File: config.mk
export PLATFORM = sky130hd
export DESIGN_NAME = spi_burst_seq
export DESIGN_NICKNAME = d
export VERILOG_FILES = /design/src/rtl/spi_burst_seq.sv
export SDC_FILE = /design/constraint.sdc
export NUM_CORES = 1
export LEC_CHECK = 0
export CAP_MARGIN = 30
export CORE_MARGIN = 4
export CORE_UTILIZATION = 50
export DETAILED_ROUTE_END_ITERATION = 16
export PLACE_DENSITY = 0.72
export SYNTH_ARGS = -nofsm -noshare
export SYNTH_HDL_FRONTEND = slang
export SYNTH_SLANG_ARGS = --single-unit
export TNS_END_PERCENT = 10
File: constraint.sdc
create_clock -name i_clk -period 2.1 [get_ports i_clk]
set_input_delay 0.42 -clock i_clk [delete_from_list [all_inputs] [get_ports i_clk]]
set_output_delay 0.42 -clock i_clk [all_outputs]
set_load 0.02 [all_outputs]
File: src/rtl/spi_burst_seq.sv
// spi_burst_seq: sequences a chip-select burst of up to MAX_BYTES bytes through an SPI master.
// Ports:
//   i_clk, i_rst_n                 clock, asynchronous active-low reset
//   i_wr_en, i_wr_addr, i_wr_data  TX buffer write port (accepted only while idle)
//   i_start, i_len                 burst request and length in bytes
//   i_rd_addr, o_rd_data           combinational RX buffer read port
//   o_busy, o_done, o_err          status: burst active, completion pulse, error pulse
//   o_TX_count, o_TX_Byte, o_TX_DV master side: byte count, byte, byte-valid strobe
//   i_TX_Ready, i_RX_DV, i_RX_Byte master side: ready, received byte strobe and data
//   i_SPI_CS_n                     chip select from the master, marks end of burst
// Define SPI_BURST_WATCHDOG_EN to add a TIMEOUT_CLKS watchdog on SEND/WAIT_RX.
module spi_burst_seq #(
    parameter int MAX_BYTES    = 4,
    parameter int TIMEOUT_CLKS = 1023
) (
    input  logic       i_clk,
    input  logic       i_rst_n,
    input  logic       i_wr_en,
    input  logic [2:0] i_wr_addr,
    input  logic [7:0] i_wr_data,
    input  logic       i_start,
    input  logic [2:0] i_len,
    input  logic [2:0] i_rd_addr,
    output logic [7:0] o_rd_data,
    output logic       o_busy,
    output logic       o_done,
    output logic       o_err,
    output logic [2:0] o_TX_count,
    output logic [7:0] o_TX_Byte,
    output logic       o_TX_DV,
    input  logic       i_TX_Ready,
    input  logic       i_RX_DV,
    input  logic [7:0] i_RX_Byte,
    input  logic       i_SPI_CS_n
);
    typedef enum logic [1:0] {IDLE, SEND, WAIT_RX, DONE} state_t;
    localparam logic [3:0] MAX = 4'(MAX_BYTES);
    state_t     state, state_nxt;
    logic [7:0] tx_buf [8];
    logic [7:0] rx_buf [8];
    logic [2:0] tx_idx, rx_idx;
    logic       len_ok, start_ok, start_bad, strobe, last_strobe, rx_take, timeout;

`ifdef SPI_BURST_WATCHDOG_EN
    logic [15:0] wd_cnt;
    assign timeout = (state == SEND || state == WAIT_RX) && wd_cnt == 16'(TIMEOUT_CLKS - 1);
    always_ff @(posedge i_clk or negedge i_rst_n) begin
        if (!i_rst_n)
            wd_cnt <= '0;
        else if (state == IDLE)
            wd_cnt <= '0;
        else if (state == SEND || state == WAIT_RX)
            wd_cnt <= wd_cnt + 16'd1;
    end
`else
    // without the watchdog the limit has no role
    logic unused_timeout;
    assign unused_timeout = TIMEOUT_CLKS != 0;
    assign timeout = 1'b0;
`endif

    always_comb begin
        len_ok      = i_len != 3'd0 && {1'b0, i_len} <= MAX;
        start_ok    = state == IDLE && i_start && len_ok;
        start_bad   = state == IDLE && i_start && !len_ok;
        // the !o_TX_DV term forces a gap cycle between strobes
        strobe      = state == SEND && i_TX_Ready && !o_TX_DV && !timeout;
        last_strobe = strobe && tx_idx + 3'd1 == o_TX_count;
        rx_take     = (state == SEND || state == WAIT_RX) && i_RX_DV && rx_idx < o_TX_count;
        o_busy      = state != IDLE;
        o_done      = state == DONE;
        state_nxt   = state;
        case (state)
            IDLE:    state_nxt = start_ok ? SEND : IDLE;
            SEND:    state_nxt = timeout ? IDLE : last_strobe ? WAIT_RX : SEND;
            WAIT_RX: state_nxt = timeout ? IDLE : (rx_idx == o_TX_count && i_SPI_CS_n) ? DONE : WAIT_RX;
            DONE:    state_nxt = IDLE;
            default: state_nxt = IDLE;
        endcase
    end

    always_ff @(posedge i_clk or negedge i_rst_n) begin
        if (!i_rst_n)
            state <= IDLE;
        else
            state <= state_nxt;
    end

    always_ff @(posedge i_clk or negedge i_rst_n) begin
        if (!i_rst_n) begin
            for (int i = 0; i < 8; i++) begin
                tx_buf[i] <= '0;
                rx_buf[i] <= '0;
            end
            tx_idx     <= '0;
            rx_idx     <= '0;
            o_TX_count <= '0;
            o_TX_Byte  <= '0;
            o_TX_DV    <= 1'b0;
            o_err      <= 1'b0;
        end else begin
            o_TX_DV <= strobe;
            o_err   <= start_bad || timeout;
            if (state == IDLE && i_wr_en && {1'b0, i_wr_addr} < MAX)
                tx_buf[i_wr_addr] <= i_wr_data;
            if (start_ok) begin
                o_TX_count <= i_len;
                tx_idx     <= '0;
                rx_idx     <= '0;
            end
            // tracks tx_buf[tx_idx] one cycle behind, so the byte presented with
            // o_TX_DV is the one indexed at the strobing edge, before tx_idx advanced
            if (state == SEND)
                o_TX_Byte <= tx_buf[tx_idx];
            if (strobe)
                tx_idx <= tx_idx + 3'd1;
            if (rx_take) begin
                rx_buf[rx_idx] <= i_RX_Byte;
                rx_idx         <= rx_idx + 3'd1;
            end
        end
    end

    assign o_rd_data = {1'b0, i_rd_addr} < MAX ? rx_buf[i_rd_addr] : 8'h00;
endmodule

; ---- Yosys cells after proc, flatten, opt, wreduce, memory -nomap -nowiden
; Index checks and enable logic that the tools add are counted.
[op_classes]
eq_ne = 5
n_addsub = 2
order_cmp = 10
bitwise = 4
n_reduce_logical = 22
n_mux = 20
[ops]
columns = cell, n
row1 = bitwise mux 64 bit, 2
row2 = 2-to-1 mux 8 bit, 7
row3 = binary-select mux 8 bit (select 3 bit), 2
row4 = demux 8 bit (select 3 bit), 2
row5 = >= comparator 4 bit (second input constant), 4
row6 = inverter 3 -> 4 bit, 4
row7 = logical AND 1 bit, 14
row8 = 2-to-1 mux 3 bit, 3
row9 = less-than comparator 4 x 1 -> 1 bit (second input constant), 2
row10 = one-hot mux 2 bit (4 select lines), 1
row11 = adder 3 x 1 -> 3 bit (second input constant), 2
row12 = == test 3 bit, 2
row13 = less-than comparator 3 bit (second input constant), 2
row14 = nonzero test 2 bit, 3
row15 = == test 2 bit (second input constant), 2
row16 = less-or-equal comparator 3 bit (second input constant), 1
row17 = less-than comparator 3 bit, 1
row18 = nonzero test 3 bit, 1
row19 = == test 2 x 1 -> 1 bit (second input constant), 1
row20 = zero test 1 bit, 2
row21 = zero test 2 bit, 1
row22 = 2-to-1 mux 1 bit, 2
row23 = 2-to-1 mux 2 bit, 1
row24 = logical OR 1 bit, 1
[totals]
word_cells = 86
reg_bits = 149
input_bits = 32

; ---- Depth between registers and ports, before layout
[logic_depth]
ltp_word = 6
ltp_mapped = 8

; ---- Worst setup path after synthesis
; No wires, ideal clock.
[synth_path]
path_type = register -> register
startpoint = register o_TX_count[2]
endpoint = register rx_buf[32] in the netlist's numbering
period_less_slack_ps = 1963
path_slack_ps = 137
arrival_time_ps = 1838
stages_incl_launch_ff = 9
cell_sequence = dfrtp_1 inv_1 ha_1 nand2_1 o211a_1 buf_6 and4b_1 buf_6 mux2_4
[synth_via]
elab_chain_len = 2
[synth_rtl]
columns = item, line
row1 = "start, declared", 28  ; output logic [2:0] o_TX_count,
row2 = "start signal, assigned", 107  ; o_TX_count <= i_len;
row3 = less-than comparator 3 bit, 69  ; rx_take = (state == SEND || state == WAIT_RX) && i_RX_DV && rx_idx < o_TX_count;
row4 = logical AND 1 bit, 69
row5 = "end signal, assigned by index", 118  ; rx_buf[rx_idx] <= i_RX_Byte;
row6 = "end, declared", 40  ; logic [7:0] rx_buf [8];
; No other way between the ends.
; A chain may end at the register's enable or synchronous reset.

; ---- Worst setup path after layout
[layout_path]
startpoint = register rx_buf[38] in the netlist's numbering
endpoint = output o_rd_data[6]
[layout_via]
elab_chain_len = 4
[layout_rtl]
columns = item, line
row1 = binary-select mux 8 bit (select 3 bit), 124  ; assign o_rd_data = {1'b0, i_rd_addr} < MAX ? rx_buf[i_rd_addr] : 8'h00;
row2 = 2-to-1 mux 8 bit (not written as such) (2 in a row), 124
row3 = 2-to-1 mux 8 bit, 124
row4 = "end, declared", 24  ; output logic [7:0] o_rd_data,
; No other way between the ends. The select of a mux whose other input is x is not followed.

==> out/metrics.yaml <==
global_route:
  globalRouteOverflowTotal: 0
  grt_max_degree: 66
  grt_pass1_vias: 3321
  grt_usage_pct: 18.90
  grt_first_pass_wirelength_um: 16860
  antenna_found_initial: 0
routing:
  drt_iter0_drc: 112
  wl_um: 10010
  vias_per_cell: 5.255
  wl_per_cell_um: 18.24
  drc_errors: 0
  drtAntennaViolNets: 0
  drt-pass1-iter-count: 4
  via_count: 2885
die:
  die_area_um2: 12020
  dieWidth_um: 109.7
  initial_utilization_pct: 52.13
  io_pins: 55
  rows: 36
  core_um2: 9910
  die_y_um: 109.7
cells_and_area:
  fillers: 711
  syn_to_final_growth_pct: 25.89
  drive_above_1_share_pct: 39.18
  multi_input_area_um2: 2022
  final_util_pct: 65.63
  seq_area_um2: 2928
  nNetsFinal: 445
  n_antenna_cell: 0
synthesis:
  synth_top_area_cell: "dfrtp_1"
  synthCells: 352
  synth_commonest_cells: "dfrtp_1 (117), mux2_2 (59), clkbuf_1 (34), mux4_2 (24), nor2_1 (13)"
  ys.flop_type: "dfrtp_1"
  syn_area_per_cell_um2: 14.68
  yosys_warnings: 0
  synth_seq_area_share_pct: 56.67
  async_reset_ff_share_pct: 100.0
  synthesis.nets: 394
  synth_top_cell_area_share_pct: 56.67
  yosysMostFrequentCell: "dfrtp_1"
  synth_edf_count: 0
  netlist_top_cells_area: "dfrtp_1 (57%), mux2_2 (13%), mux4_2 (10%)"
  synth_cell_types: 38
  synth_area_um2: 5166
  ys_seq_elements: 117
timing:
  fmax_ghz: 0.4811
  slew_violations: 0
  min_period_ns: 2.079
  finalHoldViolCount: 0
  rsz0062_at_grt: "true"
  tightest_slew_ns: 0.4697
  post-route-period-util_pct: 98.99
  clock_skew_ns: 0.009163
  setup_violations: 0
  slew_headroom_pct: 68.69
  worst_hold_slack_ns: 0.3711
power_and_ir_drop:
  p_int_mw: 6.574
  power_switching_mw: 2.591
  p_leak_nw: 2.932
  power_frac_comb_pct: 30.6
  power_density_nw_per_um2: 1409
  switching_share_pct: 28.27
  clockPowerShare_pct: 32.1
  ir_drop_v: 0.0006495
  pwr-share-seq_pct: 37.3
placed_design:
  place_congestion: 0.7485
  numPortBuffers: 54
  hpwlAfterDp_um: 6553
clock_tree:
  clk-insertion-delay-late_ns: 0.50
  cts.path.max_buffers: 2
  clkTransAtPathRegs_ns: 0.05
  clock_sinks: 117
  cts_tree: "done"
  cts_made_buffers: 17
  cts_root_buf: "clkbuf_8"
  cts_max_level: 4
critical_path:
  cp.required_ns: 1.68
  worstPathCellList: "mux4_2, nor2b_4, buf_6"
  crit_arrival_ns: 1.66
  crit_family: "multiplexers"
  worstPathMaxFanout: 2
  cp-start-kind: "flip-flop"
  cp.buffers_inverters: 1
  max_stage_delay_ns: 0.49
  critPathSlowestCell: "mux4_2"
  crit_path_end_kind: "output pin"
  path_class: "reg -> out"
outcome:
  status: "finished, final reports clean"
run:
  maxCapViolations: 0
hold_path:
  hold_class: "reg -> reg"
[flip-flops by register name, summed over array words and instances (netlist names), named ones only]
signal and count:
tx_buf 64, rx_buf 32, o_TX_Byte 8, o_TX_count 3
rx_idx 3, tx_idx 3, o_TX_DV 1, o_err 1
state 1
[logic make-up (layout without fill, tap and decap cells)]
family,count (synthesis),in the layout,share of synthesized area [%]
compound gates,21,21,2.398
buf+inv,52,116,4.674
simple gates,47,47,5.328
xor+xnor,4,4,0.6783
fa+ha+maj,10,10,2.422
mux,101,101,27.83
flops,117,117,56.67
[placed cells by master, fill, tap and decap left out, types with 9 or more instances in the layout]
| master | instances |
|---|---|
| a21oi_1 | 11 |
| buf_4 | 20 |
| clkbuf_16 | 16 |
| clkdlybuf4s50_1 | 41 |
| dfrtp_1 | 117 |
| ha_1 | 9 |
| mux2_2 | 59 |
| mux2i_1 | 9 |
| mux4_2 | 24 |
| nor2_1 | 13 |
[worst paths after layout]
check                                           end                   start  slack [ns]  cells past startpoint
setup / recovery                       o_rd_data[6]  rx_buf[38]$_DFFE_PN0P_        0.02                      3
hold / removal                tx_buf[2]$_DFFE_PN0P_   tx_buf[2]$_DFFE_PN0P_        0.37                      0
setup reg to reg             rx_buf[33]$_DFFE_PN0P_      state[0]$_DFF_PN0_        0.12                      7
hold reg to reg               tx_buf[2]$_DFFE_PN0P_   tx_buf[2]$_DFFE_PN0P_        0.37                      0
max in group asynchronous  o_TX_Byte[0]$_DFFE_PN0N_                 i_rst_n        1.00                      3
min in group asynchronous     rx_idx[2]$_DFFE_PN0P_                 i_rst_n        0.41                      2
[area by class of cell]
type                    count  share of cell area, %
well taps                 133                  2.559
multi-input cells         183                  31.09
repair buffers             77                  11.62
flip-flops and latches    117                  45.02
inverters                   7                 0.4040
clock inverters            10                  2.347
clock buffers              22                  6.964
[metal layers]
layer  vias up  global-route usage, %  routed length [µm]
met3         8                  4.287                 329
met5         -                      0                   0
met4         0                  7.925                 106
met1      1485                  22.80                4259
li1       1341                      -                   -
met2        51                  32.69                5316
[repair_timing]
item | in CTS | in global routing
gates resized for setup | 34 | 15
endpoints found under the setup margin | 10 | 17
pin swaps | 0 | 0
endpoints found under the hold margin | 33 | 0
hold buffers | 1 | 0
buffers inserted | 0 | 4
[power groups by stage]
stage          clock network (mW)  registers, mW  logic [mW]
3_5_place_dp                    0           3.43        2.76
6_report                     2.94           3.42        2.81
3_3_place_gp                    0           3.41        2.67
5_1_grt                      3.10           3.51        3.07
4_1_cts                      2.99           3.42        2.75
2_1_floorplan                   0           3.44        1.79
[metrics by stage]
step                setup WS, ns  cell area (µm²)  instances  total power, mW  setup TNS [ns]
floorplan                 0.1372             5166        352            5.233               0
detailed placement       -0.5875             5853        512            6.195          -4.945
global placement         -0.5694             5853        512            6.075          -4.730
finish                   0.02123             6504        549            9.165               0
global route            -0.03237             6504        549            9.678         -0.2003
CTS                      -0.2183             6426        545            9.159          -1.538
Note: power is estimated with default switching activity, not from simulation.
